==> config.mk <==
export PLATFORM = sky130hd
export DESIGN_NAME = mem_port_arbiter
export DESIGN_NICKNAME = d
export VERILOG_FILES = /design/src/rtl/mem_arb_pkg.sv /design/src/rtl/rr_pick2.sv /design/src/rtl/mem_port_arbiter.sv
export SDC_FILE = /design/constraint.sdc
export NUM_CORES = 1
export LEC_CHECK = 0
export BUFFER_PORTS_ARGS = -buffer_cell sky130_fd_sc_hd__buf_2
export CAP_MARGIN = 20
export CORE_MARGIN = 2
export CORE_UTILIZATION = 25
export DETAILED_ROUTE_END_ITERATION = 16
export GPL_TIMING_DRIVEN = 0
export PLACE_DENSITY_LB_ADDON = 0.05
export SYNTH_ARGS = -nofsm -noshare
export SYNTH_HDL_FRONTEND = slang
export SYNTH_SLANG_ARGS = --single-unit
==> constraint.sdc <==
create_clock -name clk -period 4.9 [get_ports clk]
set_input_delay 0.735 -clock clk [delete_from_list [all_inputs] [get_ports clk]]
set_output_delay 0.735 -clock clk [all_outputs]
set_load 0.1 [all_outputs]
==> src/rtl/mem_arb_pkg.sv <==
// mem_arb_pkg: shared types and constants for the memory port arbiter.
// Holds the FSM state encoding, requester ids and default bus widths.
package mem_arb_pkg;

    typedef enum logic [1:0] {
        IDLE = 2'd0,
        BUSY = 2'd1,
        DONE = 2'd2
    } arb_state_e;

    localparam logic REQ_IFETCH = 1'b0;
    localparam logic REQ_DATA   = 1'b1;

    localparam int DEF_AW = 32;
    localparam int DEF_DW = 32;

endpackage

==> src/rtl/rr_pick2.sv <==
// rr_pick2: two-way round-robin pick, purely combinational.
// On a tie the requester that was not served last wins.
module rr_pick2
    import mem_arb_pkg::*;
(
    input  logic req0,
    input  logic req1,
    input  logic last,
    output logic valid,
    output logic winner
);

    // Single requester takes the port; a tie flips away from the last winner.
    always_comb begin
        valid = req0 | req1;
        if (req0 && req1) begin
            winner = ~last;
        end else if (req1) begin
            winner = REQ_DATA;
        end else begin
            winner = REQ_IFETCH;
        end
    end

endmodule

==> src/rtl/mem_port_arbiter.sv <==
// mem_port_arbiter: shares one memory port between fetch and load/store.
// Optional busy-cycle watchdog is enabled by defining ARB_TIMEOUT_EN.
module mem_port_arbiter
    import mem_arb_pkg::*;
#(
    parameter int AW             = DEF_AW,
    parameter int DW             = DEF_DW,
    parameter int TIMEOUT_CYCLES = 16
) (
    input  logic          clk,
    input  logic          reset,
    input  logic          req0,
    input  logic          we0,
    input  logic [AW-1:0] addr0,
    input  logic [DW-1:0] wdata0,
    output logic          done0,
    input  logic          req1,
    input  logic          we1,
    input  logic [AW-1:0] addr1,
    input  logic [DW-1:0] wdata1,
    output logic          done1,
    output logic [DW-1:0] rdata,
    output logic          mem_req,
    output logic          mem_we,
    output logic [AW-1:0] mem_addr,
    output logic [DW-1:0] mem_wdata,
    input  logic [DW-1:0] mem_rdata,
    input  logic          mem_ack,
    output logic          gnt_sel,
    output logic          busy,
    output logic          err
);

    arb_state_e state, state_n;
    logic       last;
    logic       pick_valid;
    logic       pick_win;
    logic       grant;
    logic       ack_hit;
    logic       tmo_hit;
    logic       err_q;

    rr_pick2 u_pick (
        .req0   (req0),
        .req1   (req1),
        .last   (last),
        .valid  (pick_valid),
        .winner (pick_win)
    );

    assign grant   = (state == IDLE) && pick_valid;
    assign ack_hit = (state == BUSY) && mem_ack;

`ifdef ARB_TIMEOUT_EN
    localparam int CW = $clog2(TIMEOUT_CYCLES + 1);

    logic [CW-1:0] tmo_cnt;

    // A late ack on the final busy cycle still beats the watchdog.
    assign tmo_hit = (state == BUSY) && !mem_ack &&
                     (tmo_cnt == CW'(TIMEOUT_CYCLES - 1));

    // Count busy cycles; remember whether the transaction expired.
    always_ff @(posedge clk or posedge reset) begin
        if (reset) begin
            tmo_cnt <= '0;
            err_q   <= 1'b0;
        end else if (grant) begin
            tmo_cnt <= '0;
            err_q   <= 1'b0;
        end else if (state == BUSY) begin
            tmo_cnt <= tmo_cnt + 1'b1;
            if (tmo_hit) begin
                err_q <= 1'b1;
            end
        end
    end
`else
    assign tmo_hit = 1'b0;
    assign err_q   = 1'b0;
`endif

    // State register.
    always_ff @(posedge clk or posedge reset) begin
        if (reset) begin
            state <= IDLE;
        end else begin
            state <= state_n;
        end
    end

    // Next state and per-state status outputs; DONE never arbitrates.
    always_comb begin
        state_n = state;
        done0   = 1'b0;
        done1   = 1'b0;
        busy    = 1'b0;
        err     = 1'b0;
        unique case (state)
            IDLE: begin
                if (pick_valid) begin
                    state_n = BUSY;
                end
            end
            BUSY: begin
                busy = 1'b1;
                if (ack_hit || tmo_hit) begin
                    state_n = DONE;
                end
            end
            DONE: begin
                busy    = 1'b1;
                done0   = (gnt_sel == REQ_IFETCH);
                done1   = (gnt_sel == REQ_DATA);
                err     = err_q;
                state_n = IDLE;
            end
            default: begin
                state_n = IDLE;
            end
        endcase
    end

    // Latch the winner onto the memory side and capture the response.
    always_ff @(posedge clk or posedge reset) begin
        if (reset) begin
            mem_req   <= 1'b0;
            mem_we    <= 1'b0;
            mem_addr  <= '0;
            mem_wdata <= '0;
            gnt_sel   <= 1'b0;
            rdata     <= '0;
            last      <= REQ_DATA;
        end else if (grant) begin
            mem_req   <= 1'b1;
            gnt_sel   <= pick_win;
            last      <= pick_win;
            mem_we    <= pick_win ? we1 : we0;
            mem_addr  <= pick_win ? addr1 : addr0;
            mem_wdata <= pick_win ? wdata1 : wdata0;
        end else if (ack_hit) begin
            rdata   <= mem_rdata;
            mem_req <= 1'b0;
        end else if (tmo_hit) begin
            rdata   <= '0;
            mem_req <= 1'b0;
        end
    end

endmodule
Word-level counts from Yosys, hierarchy flattened. Index checks and enable logic that the tools add are counted.

Input bits: 167. Word-level logic and storage cells: 37. Flip-flop bits (word level): 102. Output and inout bits: 103.

Reduce and logical (&&, ||, !) cells: 8. Bitwise logic cells: 4. Eq/ne operators: 4. Muxes and demuxes: 13.

Operators with widths (number): 32-bit 2-to-1 mux (2); 1-bit 2-to-1 mux (8); 2-bit 2-to-1 mux (2); 2-bit inequality test (second input constant) (2); 2-bit one-hot mux with 2 select lines (1); 2-bit AND reduction (2); 1-bit logical AND (3); 1-bit NOT (3); 2-bit by 1-bit equality test with 1-bit output (second input constant) (1); 2-bit equality test (second input constant) (1); 2-bit logical NOT (1); 2-bit nonzero test (1); 2-bit OR reduction (1); 1-bit bitwise OR (1).

Logic depth before layout (Yosys ltp). Gate-level depths: netlist of the first run.

Depth in word-level cells: 4. Depth in mapped cells: 7. Mapped depth without buffers: 5.

Hierarchy. A second synthesis of the first run with hierarchy kept.

Cell total of the unflattened synthesis: 384. Area total of the unflattened synthesis: 4663.2 um^2.

By module, submodules not included: mem_port_arbiter (sequential area each 2553.7 um^2, cells an instance 382, area an instance 4649.5 um^2, times used 1); rr_pick2 (sequential area each 0.0 um^2, cells an instance 2, area an instance 13.8 um^2, times used 1).

Worst setup path before layout of the first run. Ideal clock, no wire load.

Kind: register to output. From: register gnt_sel. To: output done0. Cell stages (with the launch flop): 2. Path buffers: 0. Slack: 1.936 ns. Data required time: 4.165 ns. Data arrival time: 2.229 ns. Cell sequence: dfrtp_1 > nor2b_1.

Longest elaborated chain between the ends: 2.

RTL lines: from (decl) (line mem_port_arbiter.sv:29) `output logic gnt_sel,`; from (signal assigned) (line mem_port_arbiter.sv:136) `gnt_sel <= pick_win;`; 1-bit NOT (line mem_port_arbiter.sv:113) `done0 = (gnt_sel == REQ_IFETCH);`; 1-bit 2-to-1 mux (line mem_port_arbiter.sv:99) `unique case (state)`; to (decl) (line mem_port_arbiter.sv:16) `output logic done0,`.

Every way passes these cells.

Worst setup path in the final report of the first run.
From: register state[0]. To: output done0.

Longest elaborated chain between the ends: 2.

RTL lines: from (decl) (line mem_port_arbiter.sv:34) `arb_state_e state, state_n;`; from (signal assigned) (line mem_port_arbiter.sv:88) `state <= state_n;`; 2-bit equality test (line mem_port_arbiter.sv:99); 1-bit 2-to-1 mux (line mem_port_arbiter.sv:99).

Every way passes these cells.

==> results.cfg, run 1 <==
[run_status]
status = complete, no violations

[timing]
max-slew-margin-rel_pct = 55.85
skew_ps = 9.964
rsz0062_at_grt = false
fin_ws_ps = 2576
fin_crit_sh_pct = 47.42
setup_viol = 0
worst_slew_pin_slew_ps = 662.3
fmax_mhz = 430.4
hold_viol = 0
period_needed_ps = 2324
maxSlewViolCount = 0

[cells_and_area]
fin_area_um2 = 6705
final_common_cell = buf_2
register_area_um2 = 2554
finalNetCount = 903
drive_above_1_share_pct = 53.40
utilization_pct = 35.97
multiInputGateArea_um2 = 1957
fill_cells = 1984
layout_common_cells = buf_2 (283), dfrtp_1 (101), a21oi_1 (92)
syn_to_final_growth_pct = 41.36

[clock_tree]
cts_tree = built
clkTransAtPathRegs_ps = 80
clk_latency_ps = 350
postCtsSetupBuffers = 0
cts.sinks = 102
cts_root_buf = clkbuf_16
cts_resized = 0
clockBufferDepth = 2
numCtsBuffers = 9
cts_hold_buf = 0
cts_max_level = 3

[place]
portBuffers = 268
place.gp.congestion = 0.7373
place_ws_ps = 2911
placed_cell_area_um2 = 6407
dpl.hpwl_mm = 11.80

[synth]
synth_flop_cell = dfrtp_1
ys_top_cells_by_area = dfrtp_1 (53%), a21oi_1 (9.7%), mux2_4 (9.5%)
yosys_warnings = 0
synth_fp_nets = 623
postSynthCellCount = 452
netlist-cell-type-count = 25
ys_seq_area_share_pct = 53.84
yosys.area.top_type_share_pct = 53.28
synth-async-reset-ratio_pct = 100.0
synth_top_area_cell = dfrtp_1
synth_edf_count = 0
syn_avg_cell_area_um2 = 10.49
netlist_area_um2 = 4743
ys_seq_elements = 102

[drt]
drt_iter0_markers = 166
firstDrtPassIters = 4
vias = 4245
drc = 0
wl_per_cell_um = 16.13
viasPerCell = 4.372
ant_nets = 0
routed_wl_mm = 15.67

[floorplan]
rows = 50
core_um2 = 18640
die_h_um = 141.7
die_x_um = 141.7
start_util_pct = 25.44
fp.dieArea_um2 = 20090
ioPinCount = 270

[critical_path]
cp-end-kind = output pin
r2r_slack_ps = 3120
rr_startpoint = state[0]$_DFFE_PP0P_
required_ps = 4160
reg2reg_to = mem_addr[25]$_DFFE_PP0P_
cp_max_fo = 3
reg2reg_depth = 7
startpoint_type = register
worst_ep_arrival_time_ps = 1590
path_class = reg2out

[grt]
grt-ovfl-total = 0
grt_pass1_wl_mm = 23.94
grt_max_degree = 56
grt_pass1_vias = 4383
track_usage_pct = 15.45
antenna_found_initial = 1

[worst_hold_path]
hold_path.class = in2async

[job]
cap_violations = 0
metrics by stage:
step	setup TNS, ps	std cells	hold WS [ps]
after floorplan	0	452	507.5
after global placement	-12000	954	458.7
after detailed placement	0	955	467.4
after CTS	0	970	489.6
after global routing	0	971	495.2
final	0	971	467.3
state kept, by name (all words and copies together) (netlist names):
| register | count |
|---|---|
| rdata | 32 |
| last | 1 |
| mem_wdata | 32 |
| mem_req | 1 |
| state | 2 |
| mem_addr | 32 |
| gnt_sel | 1 |
| mem_we | 1 |
synth_stat cells, drive strengths merged (2+ instances only):
| cell | n |
|---|---|
| inv | 3 |
| nand2 | 68 |
| ha | 4 |
| a21oi | 132 |
| mux2 | 33 |
| clkbuf | 3 |
| buf | 29 |
| nor2b | 2 |
| dfrtp | 101 |
| nor2 | 67 |
how the worst max path moves through the flow:
| stage | from | end | slack, ps |
|---|---|---|---|
| floorplan | reset | gnt_sel$_DFFE_PP0P_ | 1490 |
| global placement | reset | mem_wdata[6]$_DFFE_PP0P_ | -130 |
| detailed placement | req1 | rdata[2]$_DFFE_PP0P_ | 2910 |
| CTS | state[0]$_DFFE_PP0P_ | done0 | 2560 |
| global route | state[0]$_DFFE_PP0P_ | done0 | 2470 |
| finish | state[0]$_DFFE_PP0P_ | done0 | 2580 |
critical path, cell delays in order, from the launching register on:
cell and delay, ps:
dfrtp_1 410, inv_1 110, ha_1 170, nor2b_1 120
buf_2 430
final cells by class:
class	instances	share of cell area [%]
Sequential cell	102	38.09
Multi-Input combinational cell	315	29.18
Timing Repair Buffer	269	20.41
Tap cell	234	4.366
Clock buffer	13	4.180
Buffer	32	3.303
Clock inverter	2	0.2239
Inverter	3	0.2053
Antenna cell	1	0.03732
cells by family after synthesis:
group / Yosys count / share of synthesized area (%)
muxes: 33 / 10.21
adders and majority gates: 4 / 1.055
AOI/OAI and AO/OA: 139 / 18.49
other: 1 / 0.07906
DFF: 102 / 53.84
and+or+nand+nor: 138 / 11.42
buffers and inverters: 35 / 4.906
per-layer routing:
metal / global-route usage (%) / vias to the layer above / routed length [µm]
met1: 19.94 / 2004 / 7069
li1: - / 2071 / -
met5: 0 / - / 0
met2: 25.06 / 156 / 7323
met4: 5.632 / 0 / 255
met3: 3.982 / 14 / 1017
Power of run 1 is not shown: default switching activity piles up to over one toggle a cycle in this logic, so the estimate is an artifact.
==> run 2, diff against run 1 <==
Clock period 4.9 ns to 1.9 ns, I/O delays scaled along.
==> results.cfg, run 2 (synthesis results as in run 1) <==
[place]
place.gp.congestion = 0.7655
placed_cell_area_um2 = 6445
portBuffers = 268
dpl.hpwl_mm = 12.07

[floorplan]
core_um2 = 18640
start_util_pct = 25.44
ioPinCount = 270
fp.dieArea_um2 = 20090
die_h_um = 141.7
die_x_um = 141.7
rows = 50

[clock_tree]
clockBufferDepth = 2
clk_latency_ps = 350
cts.sinks = 102
numCtsBuffers = 9
clkTransAtPathRegs_ps = 80
cts_root_buf = clkbuf_16
cts_tree = built
postCtsSetupBuffers = 0
cts_max_level = 3

[critical_path]
rr_startpoint = state[0]$_DFFE_PP0P_
crit_start = state[0]$_DFFE_PP0P_
cp_max_fo = 3
worst_ep_arrival_time_ps = 1490
required_ps = 1620
path_class = reg2out
startpoint_type = register
cp-end-kind = output pin

[grt]
grt_max_degree = 39
grt-ovfl-total = 0
grt_pass1_wl_mm = 24.14
antenna_found_initial = 3
grt_pass1_vias = 4315
track_usage_pct = 15.58

[timing]
fin_crit_sh_pct = 93.38
skew_ps = 7.661
worst_slew_pin_slew_ps = 515.5
max-slew-margin-rel_pct = 65.87
rsz0062_at_grt = false
setup_viol = 0
fmax_mhz = 563.6
period_needed_ps = 1774
maxSlewViolCount = 0
hold_viol = 0

[cells_and_area]
finalNetCount = 906
syn_to_final_growth_pct = 42.50
layout_common_cells = buf_2 (280), dfrtp_1 (101), a21oi_1 (92)
reg_top3 = mem_addr x32, mem_wdata x32, rdata x32
fin_area_um2 = 6759
drive_above_1_share_pct = 53.92
final_common_cell = buf_2

[drt]
firstDrtPassIters = 4
drc = 0
viasPerCell = 4.469
routed_wl_mm = 16.05
ant_nets = 0
vias = 4366
drt_iter0_markers = 169
wl_per_cell_um = 16.42

[worst_hold_path]
hold_path.class = in2reg
hp-start = addr0[17]

[run_status]
status = complete, no violations

[job]
cap_violations = 0
## run 2: changes by cell type in the layout (fill, tap and decap cells not counted), sizes merged
cell / previous run / this run
clkinv: 0 / 3
dlygate4sd3: 0 / 1
clkbuf: 16 / 17
diode: 1 / 3
buf: 298 / 297
inv: 3 / 2
clkinvlp: 2 / 3
## run 2: through the flow
step           worst slack (ps)  util [%]  std cells  setup TNS, ps  hold slack (ps)
6_report                  125.8     36.25        977              0            159.5
5_1_grt                   10.65     36.24        976              0            150.4
4_1_cts                   11.33     36.16        974              0            143.6
3_5_place_dp              121.9     34.57        957              0            165.0
3_3_place_gp             -519.6     34.25        954         -51740            458.1
2_1_floorplan            -91.77         -        452         -91.77            355.0
## run 2: critical path, stage by stage, from the launching register on
cell and delay (ps):
dfrtp_1 410, inv_1 110, ha_1 170, nor2b_2 130
clkbuf_4 330
## run 2: worst paths after layout
check / to / slack, ps / cells after the start
setup / recovery: done0 / 130 / 4
setup reg to reg: mem_wdata[3]$_DFFE_PP0P_ / 180 / 7
max in group asynchronous: last$_DFFE_PP1P_ / 800 / 5
hold / removal: mem_addr[17]$_DFFE_PP0P_ / 160 / 3
hold reg to reg: mem_req$_DFFE_PP0P_ / 490 / 2
min in group asynchronous: rdata[19]$_DFFE_PP0P_ / 350 / 3
## run 2: repair_timing
| action | CTS | global route |
|---|---|---|
| hold buffers | 1 | 0 |
| endpoints found under the setup margin | 0 | 31 |
| hold endpoints to repair | 22 | 0 |
| gates resized for setup | 0 | 4 |
## run 2: final cells by class
class / count / area [µm²]
Fill cell: 1955 / 11880
Tap cell: 234 / 292.8
Clock inverter: 5 / 33.78
Inverter: 3 / 15.01
Antenna cell: 3 / 7.507
Clock buffer: 11 / 252.7
Sequential cell: 102 / 2554
Multi-Input combinational cell: 315 / 1963
Buffer: 32 / 221.5
Timing Repair Buffer: 272 / 1419
## run 2: per-layer routing
layer / vias to the layer above / GRT usage (%) / share of wire, %
met2: 155 / 26.06 / 49
met5: - / 0 / 0.081
met4: 2 / 5.895 / 1.6
li1: 2087 / - / -
met3: 18 / 3.274 / 6.2
met1: 2104 / 19.83 / 43
Power of run 2 is left out for the same reason.
